**src/rtl/uart_pkg.sv**
```systemverilog
// Shared definitions for the oversampling UART receiver: parity codes, rx FSM states
// and the minimum legal frame length.
package uart_pkg;

    localparam int UART_MIN_DATA_BITS = 5;

    localparam logic [1:0] UART_PAR_NONE = 2'd0;
    localparam logic [1:0] UART_PAR_ODD  = 2'd1;
    localparam logic [1:0] UART_PAR_EVEN = 2'd2;

    typedef enum logic [2:0] {
        RX_IDLE,
        RX_START,
        RX_DATA,
        RX_PARITY,
        RX_STOP1,
        RX_STOP2
    } rx_state_e;

endpackage

```
**src/rtl/uart_sync_bit.sv**
```systemverilog
// Multi-flop synchroniser for one asynchronous input; flops reset to 1 so an idle-high
// line never looks like a start bit coming out of reset.
module uart_sync_bit #(
    parameter int SYNC_STAGES = 2
) (
    input  logic clk,
    input  logic rst,
    input  logic d_i,
    output logic q_o
);

    logic [SYNC_STAGES-1:0] sync_q;

    always_ff @(posedge clk) begin
        if (rst) begin
            sync_q <= '1;
        end else begin
            sync_q <= {sync_q[SYNC_STAGES-2:0], d_i};
        end
    end

    assign q_o = sync_q[SYNC_STAGES-1];

endmodule

```
**src/rtl/uart_rx_os.sv**
```systemverilog
// Oversampling UART receiver, one per channel, with a valid/ready word output.
// Build option UART_RX_MAJORITY_EN: 2-of-3 majority vote around every bit centre.
//
// state     | meaning
// ----------+-------------------------------------------------------------
// RX_IDLE   | waiting for synced rx low while cfg_enable is set
// RX_START  | confirming the start bit at its centre (false start -> IDLE)
// RX_DATA   | collecting bits_q data bits into the shift register
// RX_PARITY | checking the parity bit against the running ones count
// RX_STOP1  | first stop bit; low sample flags a framing error
// RX_STOP2  | second stop bit when the frame uses two
module uart_rx_os
    import uart_pkg::*;
#(
    parameter int DATA_W      = 8,
    parameter int OVERSAMPLE  = 16,
    parameter int SYNC_STAGES = 2
) (
    input  logic              clk,
    input  logic              rst,
    input  logic              ce_os,
    input  logic              uart_rx,
    input  logic              cfg_enable,
    input  logic [3:0]        cfg_data_bits,
    input  logic [1:0]        cfg_parity,
    input  logic              cfg_stop2,
    input  logic              cfg_lsb_first,
    output logic [DATA_W-1:0] m_data,
    output logic              m_valid,
    input  logic              m_ready,
    output logic              m_err_parity,
    output logic              m_err_frame,
    output logic              m_err_overrun,
    output logic              busy
);

    localparam int OS_W = $clog2(OVERSAMPLE);
    localparam logic [OS_W-1:0] OS_MID = OS_W'(OVERSAMPLE / 2 - 1);
    localparam logic [OS_W-1:0] OS_END = OS_W'(OVERSAMPLE - 1);
    localparam logic [3:0] DW4  = 4'(DATA_W);
    localparam logic [3:0] MIN4 = 4'(UART_MIN_DATA_BITS);

    logic rx_s;

    uart_sync_bit #(
        .SYNC_STAGES(SYNC_STAGES)
    ) u_sync (
        .clk (clk),
        .rst (rst),
        .d_i (uart_rx),
        .q_o (rx_s)
    );

    rx_state_e         state_q, state_d;
    logic [OS_W-1:0]   os_cnt_q, os_cnt_d;
    logic [3:0]        bit_cnt_q, bit_cnt_d;
    logic [3:0]        bits_q, bits_d;
    logic [1:0]        par_q, par_d;
    logic              stop2_q, stop2_d;
    logic              lsb_q, lsb_d;
    logic [DATA_W-1:0] shift_q, shift_d;
    logic              ones_q, ones_d;
    logic              perr_q, perr_d;
    logic              ferr_q, ferr_d;
    logic              done_q, done_d;
    logic [DATA_W-1:0] m_data_q, m_data_d;
    logic              m_valid_q, m_valid_d;
    logic              m_err_parity_q, m_err_parity_d;
    logic              m_err_frame_q, m_err_frame_d;
    logic              m_err_overrun_q, m_err_overrun_d;

`ifdef UART_RX_MAJORITY_EN
    logic maj_a_q, maj_a_d;
    logic maj_b_q, maj_b_d;
    logic pend_q, pend_d;
`endif

    logic [OS_W-1:0] centre;
    logic            bit_evt;
    logic            bit_dec;
    logic [3:0]      bits_eff;
    logic            par_en;
    logic [3:0]      data_idx;

    always_comb begin
        state_d         = state_q;
        os_cnt_d        = os_cnt_q;
        bit_cnt_d       = bit_cnt_q;
        bits_d          = bits_q;
        par_d           = par_q;
        stop2_d         = stop2_q;
        lsb_d           = lsb_q;
        shift_d         = shift_q;
        ones_d          = ones_q;
        perr_d          = perr_q;
        ferr_d          = ferr_q;
        done_d          = 1'b0;
        m_data_d        = m_data_q;
        m_valid_d       = m_valid_q;
        m_err_parity_d  = m_err_parity_q;
        m_err_frame_d   = m_err_frame_q;
        m_err_overrun_d = m_err_overrun_q;

        centre   = (state_q == RX_START) ? OS_MID : OS_END;
        bits_eff = (cfg_data_bits < MIN4 || cfg_data_bits > DW4) ? DW4 : cfg_data_bits;
        par_en   = !(par_q == UART_PAR_NONE || par_q == 2'd3);
        data_idx = lsb_q ? bit_cnt_q : (bits_q - 4'd1 - bit_cnt_q);

        // Counter wraps at the centre so the bit period stays OVERSAMPLE ticks in both builds.
        if (state_q != RX_IDLE && ce_os) begin
            os_cnt_d = (os_cnt_q == centre) ? '0 : os_cnt_q + 1'b1;
        end

`ifdef UART_RX_MAJORITY_EN
        maj_a_d = maj_a_q;
        maj_b_d = maj_b_q;
        pend_d  = pend_q;
        // Votes at centre-1 and centre are held; the decision lands on the following tick.
        if (state_q != RX_IDLE && ce_os) begin
            if (os_cnt_q == centre - 1'b1) maj_a_d = rx_s;
            if (os_cnt_q == centre) begin
                maj_b_d = rx_s;
                pend_d  = 1'b1;
            end
            if (pend_q) pend_d = 1'b0;
        end
        bit_evt = ce_os && pend_q;
        bit_dec = (maj_a_q & maj_b_q) | (maj_a_q & rx_s) | (maj_b_q & rx_s);
`else
        bit_evt = ce_os && (state_q != RX_IDLE) && (os_cnt_q == centre);
        bit_dec = rx_s;
`endif

        case (state_q)
            RX_IDLE: begin
                if (!rx_s && cfg_enable) begin
                    state_d   = RX_START;
                    os_cnt_d  = '0;
                    bits_d    = bits_eff;
                    par_d     = cfg_parity;
                    stop2_d   = cfg_stop2;
                    lsb_d     = cfg_lsb_first;
                    shift_d   = '0;
                    bit_cnt_d = '0;
                    ones_d    = 1'b0;
                    perr_d    = 1'b0;
                    ferr_d    = 1'b0;
`ifdef UART_RX_MAJORITY_EN
                    pend_d    = 1'b0;
`endif
                end
            end
            RX_START: begin
                if (bit_evt) begin
                    state_d = bit_dec ? RX_IDLE : RX_DATA;
                end
            end
            RX_DATA: begin
                if (bit_evt) begin
                    for (int i = 0; i < DATA_W; i++) begin
                        if (data_idx == 4'(i)) shift_d[i] = bit_dec;
                    end
                    ones_d    = ones_q ^ bit_dec;
                    bit_cnt_d = bit_cnt_q + 4'd1;
                    if (bit_cnt_q == bits_q - 4'd1) begin
                        state_d = par_en ? RX_PARITY : RX_STOP1;
                    end
                end
            end
            RX_PARITY: begin
                if (bit_evt) begin
                    perr_d  = (par_q == UART_PAR_ODD) ? !(ones_q ^ bit_dec) : (ones_q ^ bit_dec);
                    state_d = RX_STOP1;
                end
            end
            RX_STOP1: begin
                if (bit_evt) begin
                    if (!bit_dec) ferr_d = 1'b1;
                    if (stop2_q) begin
                        state_d = RX_STOP2;
                    end else begin
                        state_d = RX_IDLE;
                        done_d  = 1'b1;
                    end
                end
            end
            RX_STOP2: begin
                if (bit_evt) begin
                    if (!bit_dec) ferr_d = 1'b1;
                    state_d = RX_IDLE;
                    done_d  = 1'b1;
                end
            end
            default: state_d = RX_IDLE;
        endcase

        // A finished frame only replaces the held word if the consumer is taking it now.
        if (done_q) begin
            if (!m_valid_q || m_ready) begin
                m_data_d        = shift_q;
                m_err_parity_d  = perr_q;
                m_err_frame_d   = ferr_q;
                m_err_overrun_d = 1'b0;
                m_valid_d       = 1'b1;
            end else begin
                m_err_overrun_d = 1'b1;
            end
        end else if (m_valid_q && m_ready) begin
            m_valid_d = 1'b0;
        end
    end

    always_ff @(posedge clk) begin
        if (rst) begin
            state_q         <= RX_IDLE;
            os_cnt_q        <= '0;
            bit_cnt_q       <= '0;
            bits_q          <= '0;
            par_q           <= '0;
            stop2_q         <= 1'b0;
            lsb_q           <= 1'b0;
            shift_q         <= '0;
            ones_q          <= 1'b0;
            perr_q          <= 1'b0;
            ferr_q          <= 1'b0;
            done_q          <= 1'b0;
            m_data_q        <= '0;
            m_valid_q       <= 1'b0;
            m_err_parity_q  <= 1'b0;
            m_err_frame_q   <= 1'b0;
            m_err_overrun_q <= 1'b0;
        end else begin
            state_q         <= state_d;
            os_cnt_q        <= os_cnt_d;
            bit_cnt_q       <= bit_cnt_d;
            bits_q          <= bits_d;
            par_q           <= par_d;
            stop2_q         <= stop2_d;
            lsb_q           <= lsb_d;
            shift_q         <= shift_d;
            ones_q          <= ones_d;
            perr_q          <= perr_d;
            ferr_q          <= ferr_d;
            done_q          <= done_d;
            m_data_q        <= m_data_d;
            m_valid_q       <= m_valid_d;
            m_err_parity_q  <= m_err_parity_d;
            m_err_frame_q   <= m_err_frame_d;
            m_err_overrun_q <= m_err_overrun_d;
        end
    end

`ifdef UART_RX_MAJORITY_EN
    always_ff @(posedge clk) begin
        if (rst) begin
            maj_a_q <= 1'b1;
            maj_b_q <= 1'b1;
            pend_q  <= 1'b0;
        end else begin
            maj_a_q <= maj_a_d;
            maj_b_q <= maj_b_d;
            pend_q  <= pend_d;
        end
    end
`endif

    assign m_data        = m_data_q;
    assign m_valid       = m_valid_q;
    assign m_err_parity  = m_err_parity_q;
    assign m_err_frame   = m_err_frame_q;
    assign m_err_overrun = m_err_overrun_q;
    assign busy          = (state_q != RX_IDLE);

endmodule
```
**config.mk**
```make
export PLATFORM = sky130hd
export DESIGN_NAME = uart_rx_os
export DESIGN_NICKNAME = d
export VERILOG_FILES = /design/src/rtl/uart_pkg.sv /design/src/rtl/uart_sync_bit.sv /design/src/rtl/uart_rx_os.sv
export SDC_FILE = /design/constraint.sdc
export NUM_CORES = 1
export LEC_CHECK = 0
export ABC_AREA = 1
export CORE_ASPECT_RATIO = 0.6
export CORE_MARGIN = 10
export CORE_UTILIZATION = 55
export CTS_CLUSTER_DIAMETER = 120
export DETAILED_ROUTE_END_ITERATION = 7
export PLACE_DENSITY = 0.79
export SETUP_SLACK_MARGIN = 0.02
export SLEW_MARGIN = 20
export SYNTH_ARGS = -nofsm -noshare
export SYNTH_HDL_FRONTEND = slang
export SYNTH_SLANG_ARGS = --single-unit
export TNS_END_PERCENT = 100
```
**constraint.sdc**
```tcl
create_clock -name clk -period 6.2 [get_ports clk]
set_input_delay 0.62 -clock clk [delete_from_list [all_inputs] [get_ports clk]]
set_output_delay 0.62 -clock clk [all_outputs]
set_load 0.01 [all_outputs]
```
==> impl_metrics.py <==
metrics = {
    "timing": {
        "max_freq_mhz": 418,
        "fin_hold_ws_ps": 418,
        "setup_ws_ps": 3810,
        "hold_viol_final": 0,
        "worst_pin_slew_ps": 725,
        "fin_tns_setup_ps": 0,
        "finalMaxSlewViolations": 0,
        "period_needed_ps": 2390,
        "post-route-period-util_pct": 38.5,
        "clock_skew_ps": 6.76,
        "slew_headroom_pct": 51.6,
        "finalSetupViolations": 0,
        "rsz0062_at_grt": "no",
    },
    "critical_path": {
        "cp_max_fo": 3,
        "arrival_ps": 2590,
        "r2r-start": "bits_q[0]",
        "path_class": "reg -> reg",
        "reg2reg_slack_ps": 3810,
        "crit_path_end_kind": "flip-flop",
        "r2r-end": "shift_q[2]",
        "r2r_cells": 11,
        "required_ps": 6400,
        "critPathLaunchType": "flip-flop",
    },
    "placement": {
        "gp_congestion": 0.992,
        "place_ws_ps": 3700,
        "portBuffers": 26,
        "place_inst": 392,
        "hpwl_um": 3950,
    },
    "synth": {
        "synth-seq-area-share_pct": 39.2,
        "ys_ff_latch": 45,
        "synth_edf_count": 0,
        "synthCells": 314,
        "yosysWarnings": 0,
        "ys_types": 35,
        "synth_nets": 336,
        "synth-main-ff-cell": "dfxtp_1",
        "ys_async_sr_fraction_pct": 0,
        "netlist_area_um2": 2300,
        "syn_avg_cell_area_um2": 7.33,
    },
    "grt": {
        "grt_max_degree": 28,
        "antenna_found_initial": 0,
        "grt_overflow": 0,
        "grt_pass1_vias": 1900,
        "track_usage_pct": 14.9,
        "grt_pass1_wl_um": 9070,
    },
    "floorplanning": {
        "rows": 18,
        "start_util_pct": 56.4,
        "die_area_um2": 7260,
        "dieWidth_um": 104,
        "die_h_um": 70.1,
        "io_pins": 27,
        "coreArea_um2": 4080,
    },
    "drt": {
        "drc": 0,
        "drtPass1Iterations": 5,
        "viasPerCell": 5.30,
        "post_drt_wl_per_cell_um": 13.3,
        "drt_wl_total_um": 5320,
        "vias": 2119,
        "drt_iter0_drc": 171,
        "detail-route-antenna-nets": 0,
    },
    "clock_tree": {
        "postCtsSetupBuffers": 0,
        "cts_tree": "built",
        "clock-sinks": 45,
        "cts-root-buf": "clkbuf_8",
        "cts.clk_slew.worst_paths_ps": 90,
        "clk_path_buf_depth": 2,
        "h-tree-depth": 2,
        "clk-insertion-delay-late_ps": 300,
        "cts_resized": 0,
        "postCtsHoldBufs": 0,
        "cts_buffers": 5,
    },
    "final_layout": {
        "instances_no_fill": 400,
        "finalNetCount": 361,
        "drive_gt1_share_pct": 9.41,
        "diodes": 0,
        "mostFrequentLayoutCell": "nand2_1",
        "syn_to_final_growth_pct": 15.8,
        "final_cell_mix": "59 x nand2_1, 48 x nor2_1, 45 x dfxtp_1",
        "fillers": 387,
    },
    "hold_path": {
        "hold_depth": 1,
        "holdPathEnd": "u_sync.sync_q[1]",
        "min_from": "u_sync.sync_q[0]",
        "hold_path_class": "reg -> reg",
    },
    "power_and_ir_drop": {
        "ir_drop_v": 0.000135,
        "p_per_area_nw_per_um2": 245,
        "p_leak_nw": 1.04,
    },
    "job": {
        "cap_violations": 0,
    },
    "run_status": {
        "status": "finished clean",
    },
}
metal layers:
| metal | track usage (%) | vias up | routed length, um |
|---|---|---|---|
| li1 | - | 1070 | - |
| met1 | 21.2 | 968 | 2820 |
| met2 | 20.2 | 72 | 2030 |
| met3 | 4.67 | 9 | 389 |
| met4 | 5.14 | 0 | 72 |
| met5 | 0 | - | 0 |
logic make-up (layout without fill, tap and decap cells):
group,Yosys count,count (layout),synth area share (%)
compound gates,63,63,15.9
xor+xnor,6,6,2.28
flops,45,45,39.2
simple gates,147,147,29.1
fa+ha+maj,8,8,4.68
buf+inv,45,71,8.86
how the worst max path moves through the flow:
stage	start	endpoint	slack (ps)	cells after the start
after floorplan	bits_q[0]	shift_q[2]	4170	11
after CTS	state_q[1]	busy	3820	3
after global placement	rst	ferr_q	3780	4
after detailed placement	rst	ferr_q	3700	4
final	bits_q[0]	shift_q[2]	3810	11
after global routing	bits_q[0]	shift_q[2]	3580	11
state kept, by name, indices dropped and copies added, names as in the netlist:
signal and count:
os_cnt_q 4, state_q 3, ferr_q 1, stop2_q 1
lsb_q 1, m_valid 1, perr_q 1, ones_q 1
bits_q 4, m_data 8, m_err_parity 1, m_err_frame 1
m_err_overrun 1, par_q 2, shift_q 8, done_q 1
bit_cnt_q 4, u_sync.sync_q 2
where the power goes:
group / leakage [nW] / switching, W / total (W) / internal [W]
Sequential: 0.364 / 0.0000125 / 0.000318 / 0.000305
Clock: 0.0450 / 0.000102 / 0.000180 / 0.0000783
Combinational: 0.635 / 0.0000978 / 0.000156 / 0.0000583
synth_stat cells (2+ instances only):
cell type / instances / share of area, %
ha_1: 7 / 3.8
nor2_1: 48 / 7.8
nand4_1: 9 / 2.4
nand3_1: 16 / 3.5
dfxtp_1: 45 / 39
o22ai_1: 2 / 0.54
a21oi_2: 5 / 1.9
inv_4: 2 / 0.54
clkbuf_1: 4 / 0.65
a21oi_1: 22 / 4.8
nand2_1: 59 / 9.6
inv_1: 33 / 5.4
nor2_4: 4 / 2.0
nand2_2: 3 / 0.82
o21ai_0: 28 / 6.1
xor2_1: 5 / 1.9
or2_2: 4 / 1.1
stage by stage:
stage	area [um^2]	total power, W	util [%]
2_1_floorplan	2300	0.000442	-
3_3_place_gp	2580	0.000474	63.3
3_5_place_dp	2580	0.000478	63.3
4_1_cts	2660	0.000654	65.3
5_1_grt	2660	0.000690	65.3
6_report	2660	0.000654	65.3
area by class of cell:
| class | count | area [um^2] | share of cell area, % |
|---|---|---|---|
| clock buffers | 6 | 72.6 | 2.72 |
| clock inverters | 2 | 10.0 | 0.376 |
| inverters | 37 | 149 | 5.59 |
| multi-input cells | 224 | 1200 | 44.9 |
| flip-flops and latches | 45 | 901 | 33.8 |
| well taps | 60 | 75.1 | 2.82 |
| repair buffers | 26 | 260 | 9.77 |
worst max-delay path, cell delays in order, from the launching register on:
cell     delay (ps)
dfxtp_1         380
inv_1           100
ha_1            330
fa_1            450
o21ai_0         310
inv_1           100
nor2_1          170
nand4_1         130
nand2_1         130
nand3_1          80
nand2_1          70
nor2_1           50
Note: power is estimated with default switching activity, not from simulation.
